<file path="src/rtl/icache_bk_pkg.sv">
// Shared types, geometry and address helpers for the
// 2-way instruction cache control block.
package icache_bk_pkg;

  localparam int s_offset = 5;
  localparam int s_index  = 3;
  localparam int s_tag    = 32 - s_index - s_offset;

  typedef enum logic {
    CHECK = 1'b0,
    FILL  = 1'b1
  } state_e;

  function automatic logic [s_tag-1:0] get_tag(
    input logic [31:0] a
  );
    return a[31 -: s_tag];
  endfunction

  function automatic logic [s_index-1:0] get_index(
    input logic [31:0] a
  );
    return a[s_offset +: s_index];
  endfunction

endpackage

</file>
<file path="src/rtl/icache_bk_hit_detect.sv">
// Hit detection and victim selection for a 2-way set.
// Ports: i_valid, i_tag_out (way0 low), i_tag, i_lru in;
//        o_hit, o_hit_way, o_victim out.
module icache_bk_hit_detect
  import icache_bk_pkg::*;
(
  input  logic [1:0]         i_valid,
  input  logic [2*s_tag-1:0] i_tag_out,
  input  logic [s_tag-1:0]   i_tag,
  input  logic               i_lru,
  output logic               o_hit,
  output logic               o_hit_way,
  output logic               o_victim
);

  logic w_hit0;
  logic w_hit1;

  assign w_hit0 = i_valid[0] &&
    (i_tag_out[s_tag-1:0] == i_tag);
  assign w_hit1 = i_valid[1] &&
    (i_tag_out[2*s_tag-1:s_tag] == i_tag);

  assign o_hit = w_hit0 | w_hit1;

  // A double hit is illegal; way0 takes it.
  assign o_hit_way = ~w_hit0 & w_hit1;

  // First invalid way wins over the LRU pick.
  always_comb begin
    o_victim = i_lru;
    priority case (1'b1)
      ~i_valid[0]: o_victim = 1'b0;
      ~i_valid[1]: o_victim = 1'b1;
      default:     o_victim = i_lru;
    endcase
  end

endmodule

</file>
<file path="src/rtl/icache_bk_control.sv">
// Control FSM for the 2-way set-associative I-cache.
// Ports: CPU side (mem_read/address/resp), memory side
// (pmem_read/address/resp), array side (index, valid/tag/
// lru outs in; load_*, *_in, way_sel out).
module icache_bk_control
  import icache_bk_pkg::*;
(
  input  logic               clk,
  input  logic               rst,
  input  logic               mem_read,
  input  logic [31:0]        mem_address,
  output logic               mem_resp,
  output logic               pmem_read,
  output logic [31:0]        pmem_address,
  input  logic               pmem_resp,
  output logic [s_index-1:0] index,
  input  logic [1:0]         valid_out,
  input  logic [2*s_tag-1:0] tag_out,
  input  logic               lru_out,
  output logic [1:0]         load_valid,
  output logic [1:0]         load_tag,
  output logic [1:0]         load_data,
  output logic               load_lru,
  output logic               valid_in,
  output logic [s_tag-1:0]   tag_in,
  output logic               lru_in,
  output logic               way_sel
);

  state_e           r_state;
  state_e           w_next;
  logic [s_tag-1:0] w_tag;
  logic             w_hit;
  logic             w_hit_way;
  logic             w_victim;
  logic             w_act;

  assign w_tag  = get_tag(mem_address);
  assign index  = get_index(mem_address);
  assign tag_in = w_tag;
  assign valid_in = 1'b1;
  assign pmem_address =
    {w_tag, index, {s_offset{1'b0}}};

  assign way_sel = w_hit_way;
  assign lru_in  = ~w_hit_way;

  // All side effects are gated by a live request.
  assign w_act = mem_read & ~rst;

  icache_bk_hit_detect u_hit (
    .i_valid   (valid_out),
    .i_tag_out (tag_out),
    .i_tag     (w_tag),
    .i_lru     (lru_out),
    .o_hit     (w_hit),
    .o_hit_way (w_hit_way),
    .o_victim  (w_victim)
  );

  always_ff @(posedge clk) begin
    if (rst) r_state <= CHECK;
    else     r_state <= w_next;
  end

  always_comb begin
    w_next     = r_state;
    mem_resp   = 1'b0;
    pmem_read  = 1'b0;
    load_valid = 2'b00;
    load_tag   = 2'b00;
    load_data  = 2'b00;
    load_lru   = 1'b0;
    unique case (r_state)
      CHECK: begin
        if (w_act) begin
          if (w_hit) begin
            mem_resp = 1'b1;
            load_lru = 1'b1;
          end else begin
            w_next = FILL;
          end
        end
      end
      FILL: begin
        pmem_read = w_act;
        // Leave FILL on the response even if the
        // request was dropped, so the FSM cannot stick.
        if (pmem_resp) begin
          w_next = CHECK;
          if (w_act) begin
            load_data[w_victim]  = 1'b1;
            load_tag[w_victim]   = 1'b1;
            load_valid[w_victim] = 1'b1;
          end
        end
      end
    endcase
    if (rst) w_next = CHECK;
  end

endmodule

</file>
<file path="config.mk">
export PLATFORM = sky130hd
export DESIGN_NAME = icache_bk_control
export DESIGN_NICKNAME = d
export VERILOG_FILES = /design/src/rtl/icache_bk_pkg.sv /design/src/rtl/icache_bk_hit_detect.sv /design/src/rtl/icache_bk_control.sv
export SDC_FILE = /design/constraint.sdc
export NUM_CORES = 1
export LEC_CHECK = 0
export CAP_MARGIN = 10
export CORE_MARGIN = 1
export CORE_UTILIZATION = 24
export CTS_CLUSTER_DIAMETER = 40
export CTS_CLUSTER_SIZE = 16
export DETAILED_ROUTE_END_ITERATION = 12
export PLACE_DENSITY = 0.86
export SYNTH_ARGS = -nofsm -noshare
export SYNTH_HDL_FRONTEND = slang
export SYNTH_SLANG_ARGS = --single-unit
</file>
<file path="constraint.sdc">
create_clock -name clk -period 1.9 [get_ports clk]
set_clock_uncertainty 0.05 [all_clocks]
set_input_delay 0.38 -clock clk [delete_from_list [all_inputs] [get_ports clk]]
set_output_delay 0.38 -clock clk [all_outputs]
set_load 0.1 [all_outputs]
</file>
==> results of run 1 <==
## repair_timing
item / in CTS / in global routing
setup buffers: 10 / 2
pin swaps: 38 / 17
setup endpoints to repair: 11 / 11
gates resized for setup: 184 / 41
## cells in the final DEF, fill, tap and decap left out, drive strengths merged
cell,netlist,layout
nand4,4,4
nand3,1,1
dlygate4sd2,0,20
nand2,1,1
o41ai,1,1
clkdlybuf4s15,0,14
nor4,18,18
clkbuf,0,9
nor3,3,3
conb,2,6
o22ai,1,1
xnor2,2,2
dfxtp,1,1
inv,1,1
and4,3,3
nand2b,2,2
a2111oi,1,1
dlymetal6s2s,0,5
clkdlybuf4s50,0,11
buf,65,138
and2,2,2
nor2,1,1
a21oi,1,1
nand4b,1,1
nor3b,1,1
xor2,46,46
and2b,1,1
or3b,1,1
## kinds of logic after synthesis
| family | synth area share |
|---|---|
| other cells | 0.00604 |
| compound gates | 0.0282 |
| xor+xnor | 0.338 |
| flops | 0.0161 |
| buf+inv | 0.395 |
| simple gates | 0.216 |
## worst max-delay path, stage by stage
cell and delay [ns]:
clkdlybuf4s50_1 0.41, xor2_1 0.17, nor4_1 0.27, nand4_1 0.24
a2111oi_4 0.38, buf_4 0.19, buf_12 0.17
## stage by stage
stage	hold WS, ns	setup slack [ns]
finish	0.499	-0.740
global route	0.511	-0.758
CTS	0.502	-0.689
detailed placement	0.504	-1.08
global placement	0.487	-1.07
floorplan	0.434	-1.34
## layer usage
layer / track usage / part of all wire
met1: 0.190 / 0.31
met2: 0.417 / 0.57
met3: 0.0257 / 0.092
met4: 0.0534 / 0.028
met5: 0 / 0
## path summary, 6_finish.rpt
check	from	endpoint	slack, ns	depth (start not counted)
setup reg to reg	r_state	r_state	0.81	2
hold / removal	r_state	r_state	0.50	1
setup / recovery	tag_out[4]	load_lru	-0.74	7
hold reg to reg	r_state	r_state	0.50	1
## power breakdown
| group | switching [mW] | total (mW) | leakage, nW | internal (mW) |
|---|---|---|---|---|
| clock network | 0 | 0 | 0 | 0 |
| registers | 0.00259 | 0.0259 | 0.00833 | 0.0233 |
| logic | 0.750 | 1.25 | 1.60 | 0.501 |
## area by class of cell
cell class | instances | area (sq um)
fillers | 318 | 1290
well taps | 67 | 83.8
repair buffers | 197 | 2320
inverters | 1 | 3.75
flip-flops and latches | 1 | 20.0
multi-input cells | 97 | 1130
==> impl_results.md, run 1 <==
* Overall Global Routing Usage at 0.196
* Cell row count at 25
* Syn Inst Count at 160
* Status: complete, but fails checks
* Post-DP HPWL at about 4800 microns
* MaxCap Viol Count at 0
* Final count of pins violating max slew at 0
* Ys flop type: dfxtp_1
* Fmax at 379 MHz
* Die W at 74.0 microns
* WS Path Type: input pin to output port
* GP Congestion at between 0.8 and 0.9
* Cell area after layout at roughly 0.0036 sq mm
* Reg clk slew, reported paths at 0 ns
* DRC viols at 0
* DP Area at about 0.0032 sq mm
* Core Util, Final at 0.733
* First-pass GRT wire length at 8180 microns
* Post-synth cell types at 25
* RSZ-0062 raised after global routing: true
* Cell area power density at 359 mW/mm^2
* Final TNS setup at -2.51 ns
* Initial core utilization at 0.257
* Final Hold Viols at 0
* Crit path time final at 2.64 ns
* Biggest regs: r_state: 1 flops
* Biggest register: r_state
* Final WL at roughly 5700 microns
* Final setup violation count at 4
* Non-Filler Instances at 363
* IO Pins at roughly 160
* Mapped cell area at approximately 0.0012 sq mm
* Tcrit/Tclk final at 1.39
* Yosys top cell by area: buf_4
* HP Class: flip-flop to flip-flop
* Largest net degree at the start of global routing at 5
* Initial antenna violation count at 0
* Leakage at 1.61 nW
* 1st-iter DRT viols at 21
* Most common cell in the netlist: buf_4
* P&R area growth vs syn at 186%
* Synth top area share at 0.392
* Clk Latency, worst-skew pair at 0 ns
* VDD IR max at around 290 uV
* DR pass1 iterations at 4
* Post-synthesis register bit count at 1
* Cells after DPL at approximately 350
* Post-synth top cells: buf_4 (65), xor2_1 (46), nor4_1 (16)
* Pwr Total at about 1.3 mW
* WL/cell at 15.6 microns
* Core area at 0.00485 sq mm
* DIE AREA at roughly 0.0055 sq mm
* Ant diodes at 0
* Die height at 74.0 microns
* Ys async rst share at 0
* Crit path launch type: input pin
* Top cells by area, synth: buf_4 (39%), xor2_1 (32%), nor4_1 (8.0%), and4_1 (2.1%), nor4_2 (2.0%)
* EDFF count, synth at 0
* Final WS setup at -0.740 ns
* Final Net Count at 385
* Critical path arrival at approximately 2.2 ns
* Critical Path Sink Type: output port
* Yosys Warn Count at 0
* Avg Inst Size Synth at a little under 8 sq um
* Cts hold-fix bufs at 0
* Post-DRT Antenna Nets at 0
* Violated checks: negative setup slack
* Port Buffers at between 100 and 150
* Worst EP required at about 1.5 ns
* Vias per cell at ~4.3
* Share of cells above drive strength 1 at 0.693
* Via count at 1574
* Critical-path maximum fanout at 2
* Vias in the first global route at ~1700
* Max reg flops at 1
* GRT overflow at 0
* Sequential area share after synthesis at 0.0161
Note: power is estimated with default switching activity, not from simulation.
==> inputs of run 2 (changes only) <==
- CORE_UTILIZATION: 24 -> 25
- PLACE_DENSITY: 0.86 -> 0.91
- SYNTH_HIERARCHICAL: default -> 1
- clock period: 1.9 -> 3 ns (I/O delays scaled with it)
==> run 2 against run 1 <==
Compared with the run above:
- the run now ends clean
- critical path depth stayed put
- sequential share of layout area increased by 0.13 points
- first-iteration DRC count down 19%
- sequential power down 35%
- sequential cell count did not move
- critical path type unchanged
- final area down 19%
- global-route usage fell by 3.3 points
- routed wire length shrank 26%
==> impl_results.md, run 2 <==
* Vias per cell at 4.08
* IO Pins at about 160
* Largest net degree at the start of global routing at 6
* Synth top area share at 0.436
* Commonest non-fill, non-tap cell in the layout: buf_12
* Post-DP HPWL at between 3000 and 4000 microns
* Critical path arrival at ~2.3 ns
* Crit-path max cell delay at 0.48 ns
* Setup slack, reg-to-reg at around 2.2 ns
* Initial core utilization at 0.270
* Die W at just under 70 microns
* Commonest cells after routing, fill and taps aside: buf_12 (49), buf_4 (39), dlygate4sd2_1 (37), clkdlybuf4s50_1 (22), xor2_1 (21)
* Crit path time final at 2.92 ns
* GRT overflow at 0
* Non-Filler Instances at slightly above 300
* Cell row count at 23
* CP max stage cell: clkdlybuf4s50_1
* Overall Global Routing Usage at 0.163
* Final count of pins violating max slew at 0
* Status: completed
* Syn Inst Count at between 100 and 150
* DIE AREA at 0.00475 sq mm
* Port Buffers at around 140
* Crit path launch type: input pin
* Tcrit/Tclk final at 0.974
* Post-synth top cells: buf_4 (65), xnor2_1 (26), xor2_1 (22), nand4_1 (8), nor4_1 (6)
* Clk Latency, worst-skew pair at 0 ns
* Die height at a little under 70 microns
* Buf/Inv on CP at 2
* Top cells by area, synth: buf_4 (44%), xnor2_1 (20%), xor2_1 (17%), nand4_1 (4.5%), nor4_1 (3.4%)
* WS Path Type: input pin to output port
* Post-synthesis register bit count at 1
* Family with the most delay on the worst path: simple AND/OR/NAND/NOR gates
* Reg clk slew, reported paths at 0 ns
* Worst path cell trace: clkdlybuf4s50_1, nand2_1, nor4_2, nand4_1, nand2_1, nor3b_4, buf_12
* Mapped cell area at ~0.0011 sq mm
* Sequential area share after synthesis at 0.0179
* Fmax at 342 MHz
* Leakage at roughly 1.4 nW
* DRC viols at 0
* Core Util, Final at 0.696
* EDFF count, synth at 0
* Critical-path maximum fanout at 2
* VDD IR max at 190 uV
* Biggest regs: r_state: 1 flops
* 1st-iter DRT viols at 17
* Filler cells at 317
* Post-DRT Antenna Nets at 0
* Post-synth cell types at 17
* Cells after DPL at between 300 and 400
* Vias in the first global route at approximately 1300
* Cell area power density at ~230 mW/mm^2
* Biggest register: r_state
* Max reg flops at 1
* Share of cells above drive strength 1 at 0.439
* R2r worst-path depth at 1
* HP Class: flip-flop to flip-flop
* Worst Hold Depth at 2
* WL/cell at 13.8 microns
* Final Net Count at between 300 and 400
* Reg2Reg Launch Point: r_state
* Hold endpoint: r_state
* Ys async rst share at 0
* Final setup violation count at 0
* First-pass GRT wire length at between 5000 and 6000 microns
* Final Hold Viols at 0
* Worst EP required at 2.35 ns
* Yosys Warn Count at 6
* Yosys top cell by area: buf_4
* Ys flop type: dfxtp_1
* Final WL at roughly 4200 microns
* Worst Setup SP: valid_out[0]
* Worst R2R End: r_state
* Ant diodes at 0
* DR pass1 iterations at 4
* Critical Path Sink Type: output port
* GP Congestion at just under 0.7
* Via count at 1245
* Core area at approximately 0.0041 sq mm
* Hold Path Origin: r_state
* Avg Inst Size Synth at ~7.6 sq um
* Hold WS at around 0.53 ns
* CP most frequent cell: nand2_1
* Initial antenna violation count at 0
* Most common cell in the netlist: buf_4
* P&R area growth vs syn at 158%
* MaxCap Viol Count at 0
[run 2: timing repair]
| item | in CTS | in global routing |
|---|---|---|
| hold endpoints to repair | 0 | 0 |
| gates resized for setup | 51 | 28 |
| setup endpoints to repair | 4 | 3 |
| pin swaps | 31 | 23 |
| buffers inserted | 3 | 1 |
| hold buffers | 0 | 0 |
[run 2: through the flow]
step                  TNS, ns  power (mW)  setup slack (ns)  cell area (sq um)
finish                      0       0.674            0.0766               2890
detailed placement      -1.15       0.687            -0.382               2810
floorplan              -0.237       0.469            -0.210               1200
CTS                         0       0.673           0.00378               2810
global placement        -1.09       0.679            -0.356               2810
global route        -0.000866       0.696         -0.000866               2890
[run 2: power breakdown]
group / internal (mW) / switching, mW
logic: 0.251 / 0.406
clock network: 0 / 0
registers: 0.0148 / 0.00210
[run 2: worst max-delay path by stage]
stage | to | slack (ns) | cells after the start
after floorplan | mem_resp | -0.21 | 7
after global placement | load_lru | -0.36 | 8
after detailed placement | load_lru | -0.38 | 8
after CTS | load_lru | 0.004 | 7
after global routing | load_lru | -0.0009 | 7
final | load_lru | 0.08 | 7
[run 2: worst min-delay path: cells and delay by family, from the launching register on]
kind | cells | cell delay, ns
and+or+nand+nor | 1 | 0.09
DFF | 1 | 0.35
AOI/OAI and AO/OA | 1 | 0.07
[run 2: cell families after synthesis]
family | share of synthesized area
flip-flops | 0.0179
buffers and inverters | 0.443
XOR/XNOR | 0.376
AO/OA/AOI/OAI | 0.0145
other | 0.00671
AND/OR/NAND/NOR | 0.142
[run 2: routing by layer]
metal  track usage  share of wire  vias to the layer above
met5             0              0                        -
met4       0.00255         0.0019                        0
met3        0.0296          0.088                        3
met2         0.371           0.61                       77
met1         0.147           0.30                      544
li1              -              -                      621
[run 2: layout make-up]
type	count	area [sq um]	share of cell area
Tap cell	50	62.6	0.0217
Multi-Input combinational cell	83	738	0.256
Sequential cell	1	20.0	0.00694
Inverter	2	7.51	0.00260
Timing Repair Buffer	169	2060	0.713
